--- src/rtl/mips_pkg.sv ---
// Shared MIPS datapath constants: widths and architectural register indices.
// The register bank takes its parameter defaults from here.
package mips_pkg;

  localparam int DATA_W   = 32;
  localparam int ADDR_W   = 5;
  localparam int NUM_REGS = 1 << ADDR_W;

  localparam int REG_ZERO = 0;
  localparam int REG_SP   = 29;
  localparam int REG_RA   = 31;

  localparam int SP_RESET = 227;

  typedef logic [ADDR_W-1:0] regIdx_t;

  // Writes aimed at $zero are architecturally discarded.
  function automatic logic isWritable(input logic we, input regIdx_t idx);
    return we && (idx != regIdx_t'(REG_ZERO));
  endfunction

endpackage

--- src/rtl/reg_bank_if.sv ---
// Register-bank access bus: read/write indices, write data, operand latch
// controls, and the combinational and latched read results.
interface reg_bank_if #(
  parameter int DATA_W = 32,
  parameter int ADDR_W = 5
);

  logic              reg_write;
  logic [ADDR_W-1:0] read_reg1;
  logic [ADDR_W-1:0] read_reg2;
  logic [ADDR_W-1:0] write_reg;
  logic [DATA_W-1:0] write_data;
  logic              load_a;
  logic              load_b;
  logic [DATA_W-1:0] read_data1;
  logic [DATA_W-1:0] read_data2;
  logic [DATA_W-1:0] a_out;
  logic [DATA_W-1:0] b_out;

  modport master (
    output reg_write, read_reg1, read_reg2, write_reg, write_data,
           load_a, load_b,
    input  read_data1, read_data2, a_out, b_out
  );

  modport slave (
    input  reg_write, read_reg1, read_reg2, write_reg, write_data,
           load_a, load_b,
    output read_data1, read_data2, a_out, b_out
  );

endinterface

--- src/rtl/reg_bank_op_latch.sv ---
// ALU operand latch: DATA_W-wide register with synchronous clear and load
// enable; holds its value whenever load is low.
module op_latch #(
  parameter int DATA_W = 32
) (
  input  logic              clk,
  input  logic              reset,
  input  logic              load,
  input  logic [DATA_W-1:0] d,
  output logic [DATA_W-1:0] q
);

  logic [DATA_W-1:0] q_p1;

  always_ff @(posedge clk) begin
    if (reset) begin
      q_p1 <= '0;
    end else if (load) begin
      q_p1 <= d;
    end
  end

  assign q = q_p1;

endmodule

--- src/rtl/reg_bank.sv ---
// 32-entry MIPS general-purpose register file: two combinational read ports,
// one synchronous write port, and the A/B operand latches feeding the ALU.
module reg_bank #(
  parameter int                       DATA_W   = mips_pkg::DATA_W,
  parameter int                       ADDR_W   = mips_pkg::ADDR_W,
  parameter int                       SP_IDX   = mips_pkg::REG_SP,
  parameter logic [DATA_W-1:0]        SP_RESET = DATA_W'(mips_pkg::SP_RESET)
) (
  input logic       clk,
  input logic       reset,
  reg_bank_if.slave bus
);

  import mips_pkg::*;

  localparam int NREGS = 1 << ADDR_W;

  logic [DATA_W-1:0] regs [NREGS];
  logic              wrEn;
  logic [DATA_W-1:0] rd1Data;
  logic [DATA_W-1:0] rd2Data;
  logic [DATA_W-1:0] aOut_p1;
  logic [DATA_W-1:0] bOut_p1;

  assign wrEn = bus.reg_write && (bus.write_reg != '0);

  // ---- stage p0: array write; reset restores the architectural boot state
  always_ff @(posedge clk) begin
    if (reset) begin
      for (int i = 0; i < NREGS; i++) begin
        regs[i] <= (i == SP_IDX) ? SP_RESET : '0;
      end
    end else if (wrEn) begin
      regs[bus.write_reg] <= bus.write_data;
    end
  end

  // No bypass: a same-cycle write is only visible after the edge, which is
  // also what gives the operand latches the pre-write value.
  assign rd1Data = (bus.read_reg1 == '0) ? '0 : regs[bus.read_reg1];
  assign rd2Data = (bus.read_reg2 == '0) ? '0 : regs[bus.read_reg2];

  assign bus.read_data1 = rd1Data;
  assign bus.read_data2 = rd2Data;

  // ---- stage p1: operand latches
  op_latch #(.DATA_W(DATA_W)) uLatchA (
    .clk   (clk),
    .reset (reset),
    .load  (bus.load_a),
    .d     (rd1Data),
    .q     (aOut_p1)
  );

  op_latch #(.DATA_W(DATA_W)) uLatchB (
    .clk   (clk),
    .reset (reset),
    .load  (bus.load_b),
    .d     (rd2Data),
    .q     (bOut_p1)
  );

  assign bus.a_out = aOut_p1;
  assign bus.b_out = bOut_p1;

endmodule

--- src/flat_wrapper.sv ---
// flat-port wrapper written by rule: the top's interface ports become plain ports
module reg_bank_flat import mips_pkg::*;
#(
  parameter int                       DATA_W   = mips_pkg::DATA_W,
  parameter int                       ADDR_W   = mips_pkg::ADDR_W,
  parameter int                       SP_IDX   = mips_pkg::REG_SP,
  parameter logic [DATA_W-1:0]        SP_RESET = DATA_W'(mips_pkg::SP_RESET)
)
  (clk, reset, bus_reg_write, bus_read_reg1, bus_read_reg2, bus_write_reg, bus_write_data, bus_load_a, bus_load_b, bus_read_data1, bus_read_data2, bus_a_out, bus_b_out);
  reg_bank_if #(.DATA_W(DATA_W), .ADDR_W(ADDR_W)) bus_i ();
  input logic clk;
  input logic reset;
  input wire logic [$bits(bus_i.reg_write)-1:0] bus_reg_write;
  input wire logic [$bits(bus_i.read_reg1)-1:0] bus_read_reg1;
  input wire logic [$bits(bus_i.read_reg2)-1:0] bus_read_reg2;
  input wire logic [$bits(bus_i.write_reg)-1:0] bus_write_reg;
  input wire logic [$bits(bus_i.write_data)-1:0] bus_write_data;
  input wire logic [$bits(bus_i.load_a)-1:0] bus_load_a;
  input wire logic [$bits(bus_i.load_b)-1:0] bus_load_b;
  output wire logic [$bits(bus_i.read_data1)-1:0] bus_read_data1;
  output wire logic [$bits(bus_i.read_data2)-1:0] bus_read_data2;
  output wire logic [$bits(bus_i.a_out)-1:0] bus_a_out;
  output wire logic [$bits(bus_i.b_out)-1:0] bus_b_out;
  assign bus_i.reg_write = bus_reg_write;
  assign bus_i.read_reg1 = bus_read_reg1;
  assign bus_i.read_reg2 = bus_read_reg2;
  assign bus_i.write_reg = bus_write_reg;
  assign bus_i.write_data = bus_write_data;
  assign bus_i.load_a = bus_load_a;
  assign bus_i.load_b = bus_load_b;
  assign bus_read_data1 = bus_i.read_data1;
  assign bus_read_data2 = bus_i.read_data2;
  assign bus_a_out = bus_i.a_out;
  assign bus_b_out = bus_i.b_out;
  reg_bank #(.DATA_W(DATA_W), .ADDR_W(ADDR_W), .SP_IDX(SP_IDX), .SP_RESET(SP_RESET)) u_core (.clk(clk), .reset(reset), .bus(bus_i));
endmodule
--- config.mk ---
export PLATFORM = sky130hd
export DESIGN_NAME = reg_bank_flat
export DESIGN_NICKNAME = d
export VERILOG_FILES = /design/src/rtl/mips_pkg.sv /design/src/rtl/reg_bank_if.sv /design/src/rtl/reg_bank_op_latch.sv /design/src/rtl/reg_bank.sv /design/src/flat_wrapper.sv
export SDC_FILE = /design/constraint.sdc
export NUM_CORES = 2
export LEC_CHECK = 0
export ABC_AREA = 0
export BUFFER_PORTS_ARGS = -buffer_cell sky130_fd_sc_hd__buf_2
export CAP_MARGIN = 25
export CORE_AREA = 3 3 384 386
export DETAILED_ROUTE_END_ITERATION = 6
export DIE_AREA = 0 0 387 389
export PLACE_DENSITY = 0.6
export SLEW_MARGIN = 20
export SYNTH_ARGS = -nofsm -noshare
export SYNTH_HDL_FRONTEND = slang
export SYNTH_SLANG_ARGS = --single-unit
--- constraint.sdc ---
create_clock -name clk -period 1.86 [get_ports clk]
set_input_delay 0.093 -clock clk [delete_from_list [all_inputs] [get_ports clk]]
set_output_delay 0.093 -clock clk [all_outputs]
set_load 0.1 [all_outputs]
==> summary.txt <==
worst reg2reg path depth - 12
worst flop-to-flop path endpoint - u_core.uLatchA.q[6]
initial antenna violation count - 31
sequential-to-total area share from yosys stat - 55.7%
Worst Path Arrival - 2720 ps
Row Count - 139
Initial Utilization - 40.0%
Slew Viols, Final - 0
WHS - 9.83 ps
CTS tree - yes
Crit-path slowest cell - mux4_2
worst clock skew - 45.6 ps
Worst path depth - 7
All-Layer GR Usage - 29.1%
Finished Layout Cells - 6862
root buf cell - clkbuf_16
outcome - finished with violations
Via Count - 41880
FF-to-FF Start - u_core.regs[27][6]
worst hold stages - 2
Cells after Synth - 4203
Inserted Clock Buffers - 118
WL per Instance - 32.5 µm
flop2flop setup slack - -740 ps
vias in the first global route - 41860
Pwr per Cell Area - 896 nW/µm²
max_slew headroom - 34.2%
WP buf/inv - 2
syn avg cell area - 13.7 µm²
Yosys reg bits - 1088
Comb pwr share - 20.1%
Hold Vio Cnt, Final - 0
Max-Cap Viols - 0
clk sinks - 1088
failing checks - negative setup slack
Tmin final - 2820 ps
placed insts - 6547
Die W - 387 µm
crit path cell chain - mux4_2 -> a22o_1 -> a211oi_2 -> buf_4 -> a31oi_4 -> nor2b_4 -> buf_12
footprint of the multi-input gates - 26200 µm²
YS warnings - 0
Flop pwr share - 43.5%
largest net degree at the start of global routing - 48
Clk pin slew, worst setup/hold paths - 60 ps
post-route ant nets - 0
P_leak - 28.4 nW
core area - 144000 µm²
filler instances - 11875
total power - 66.6 mW
P_sw - 19.4 mW
I/O pin total - 180
Final Cycle Share - 152%
CP delay by family, top - compound AO/OA/AOI/OAI gates
Clock Tree Buf Depth - 3
global route total overflow - 0
final wirelength - 223000 µm
first-pass GRT wire length - 314000 µm
H-tree levels - 3
Cell variety after synth - 43
GPL Wtd Cong - 0.916
Setup CP Type - reg2out
share of cells above drive strength 1 - 35.3%
port buffer count - 179
1st-pass router iterations - 6
Die ar. - 151000 µm²
mapped cell area - 57600 µm²
P&R area growth vs syn - 29.1%
Crit Path Max Fanout - 2
Clock power frac - 36.5%
Worst Tran Pin Value - 980 ps
unrepaired setup endpoints after global routing - true
Die Y - 389 µm
Final setup viols - 80
Crit. End Element - primary output
FF+latch area - 32000 µm²
internal cell power - 47.2 mW
startpoint types - flop
final core utilization - 51.7%
vias per std cell - 6.10
fin nets - 4895
worst hold endpoint - u_core.regs[5][1]
Achievable Freq - 0.355 GHz
Starting DRT DRC Count - 5717
Max rail drop VDD - 0.796 mV
min-delay worst type - in2reg
DRC viols - 0
clock latency on the worst-skew pair - 780 ps
Final TNS setup - -48530 ps
worst path required time - 1770 ps
hold wc startpoint - bus_write_data[1]
Final HPWL DP - 150000 µm
CP peak stage delay - 500 ps
Net Sw Frac - 29.1%
setup ws final - -958 ps
metrics by stage:
| stage | setup WS, ps | cell area (µm²) |
|---|---|---|
| 2_1_floorplan | -278 | 58700 |
| 3_3_place_gp | -801 | 67700 |
| 3_5_place_dp | -798 | 67700 |
| 4_1_cts | -991 | 73900 |
| 5_1_grt | -1020 | 74300 |
| 6_report | -958 | 74300 |
cell families (layout without fill, tap and decap cells):
kind of cell,count (synthesis),count (layout),synth area share [%]
compound gates,532,532,7.83
buf+inv,437,1149,3.64
flops,1088,1088,55.7
mux,784,784,18.9
other cells,1,45,0.00652
simple gates,1361,1361,14.0
metal layers:
layer / routed length (µm) / vias up / GRT usage, %
li1: - / 17220 / -
met1: 89400 / 21613 / 40.0
met2: 98700 / 2515 / 44.2
met3: 24800 / 524 / 7.20
met4: 9990 / 8 / 12.0
met5: 55 / - / 0
final cells by class:
class / count / area share, %
repair buffers: 926 / 13.0
clock inverters: 75 / 1.08
flip-flops and latches: 1088 / 43.1
clock buffers: 148 / 4.26
well taps: 1903 / 3.20
diodes: 13 / 0.0438
multi-input cells: 2709 / 35.3
worst max-delay path by stage:
| stage | from | endpoint | slack (ps) |
|---|---|---|---|
| global placement | bus_read_reg1[0] | bus_read_data1[0] | -800 |
| CTS | u_core.regs[27][6] | bus_read_data1[6] | -990 |
| finish | u_core.regs[27][6] | bus_read_data1[6] | -960 |
| global route | u_core.regs[31][19] | bus_read_data1[19] | -1020 |
| detailed placement | bus_read_reg1[0] | bus_read_data1[0] | -800 |
| floorplan | bus_read_reg2[0] | bus_read_data2[31] | -280 |
power by group through the flow:
stage	registers (mW)	clock network, mW	logic (mW)
after floorplan	30.1	0	6.35
after global placement	29.4	0	12.1
after detailed placement	29.4	0	12.2
after CTS	28.9	24.4	13.2
after global routing	29.1	25.4	13.8
final	29.0	24.3	13.4
registers in the layout (all words and copies together), names as in the netlist:
register / cells
u_core.uLatchA.q: 32
u_core.regs: 1024
u_core.uLatchB.q: 32
worst reg2reg max path: stages (launching register included):
cell	delay, ps
edfxtp_1	400
mux4_2	500
a22o_1	290
a211oi_2	190
buf_4	170
a31oi_4	60
buf_6	170
buf_6	100
buf_6	100
buf_6	100
buf_6	100
buf_6	100
a22o_1	220
cells in the mapped netlist, drive strengths merged:
cell type  count  area [µm²]
nor2          78         295
buf          145        1000
and2         998        6240
mux4         240        5410
nand3         10        50.1
and3          24         150
or3b           4        35.0
o21bai        23         173
a311oi         8        70.1
nor3          29         150
a221oi        71         772
edfxtp      1024       30700
nand3b         5        37.5
nor2b         39         244
a2bb2oi        8        70.1
o22ai         68         425
or2           33         206
or3            8        50.1
a211oi        28         210
a32o           8        80.1
nand2b        36         225
a32oi          4        35.0
dfxtp         64        1280
o221ai        28         245
o41ai         24         390
a21oi         25         125
mux2i        544        5450
a31oi         28         175
conb           1        3.75
nor4           1        12.5
a22oi         78         586
clkbuf       292        1100
nor3b          1        12.5
a22o         131        1150
nand2         95         357
cell usage in the layout, fill, tap and decap left out, types with 21 or more instances in the layout:
cell	n
buf_2	108
edfxtp_1	1024
buf_12	223
buf_4	539
nor3_4	25
o221ai_2	24
dfxtp_1	64
nor2b_4	35
a22oi_1	69
clkbuf_16	118
mux2i_1	542
nand2b_1	31
or2_2	31
nor2_1	36
a221oi_2	58
dlygate4sd3_1	31
conb_1	32
a211oi_2	23
clkinv_2	26
mux4_2	240
nor2_4	39
o41ai_2	21
a22o_1	121
nand2_1	92
and3_1	24
o22ai_1	40
buf_6	21
and2_1	988
repair_timing:
item,4_1_cts,5_1_grt
hold buffers,31,0
endpoints found under the setup margin,96,92
setup buffers,45,31
endpoints found under the hold margin,772,0
resized for setup,309,36
pin swaps,124,64
Power figures use the tool's default switching activity.
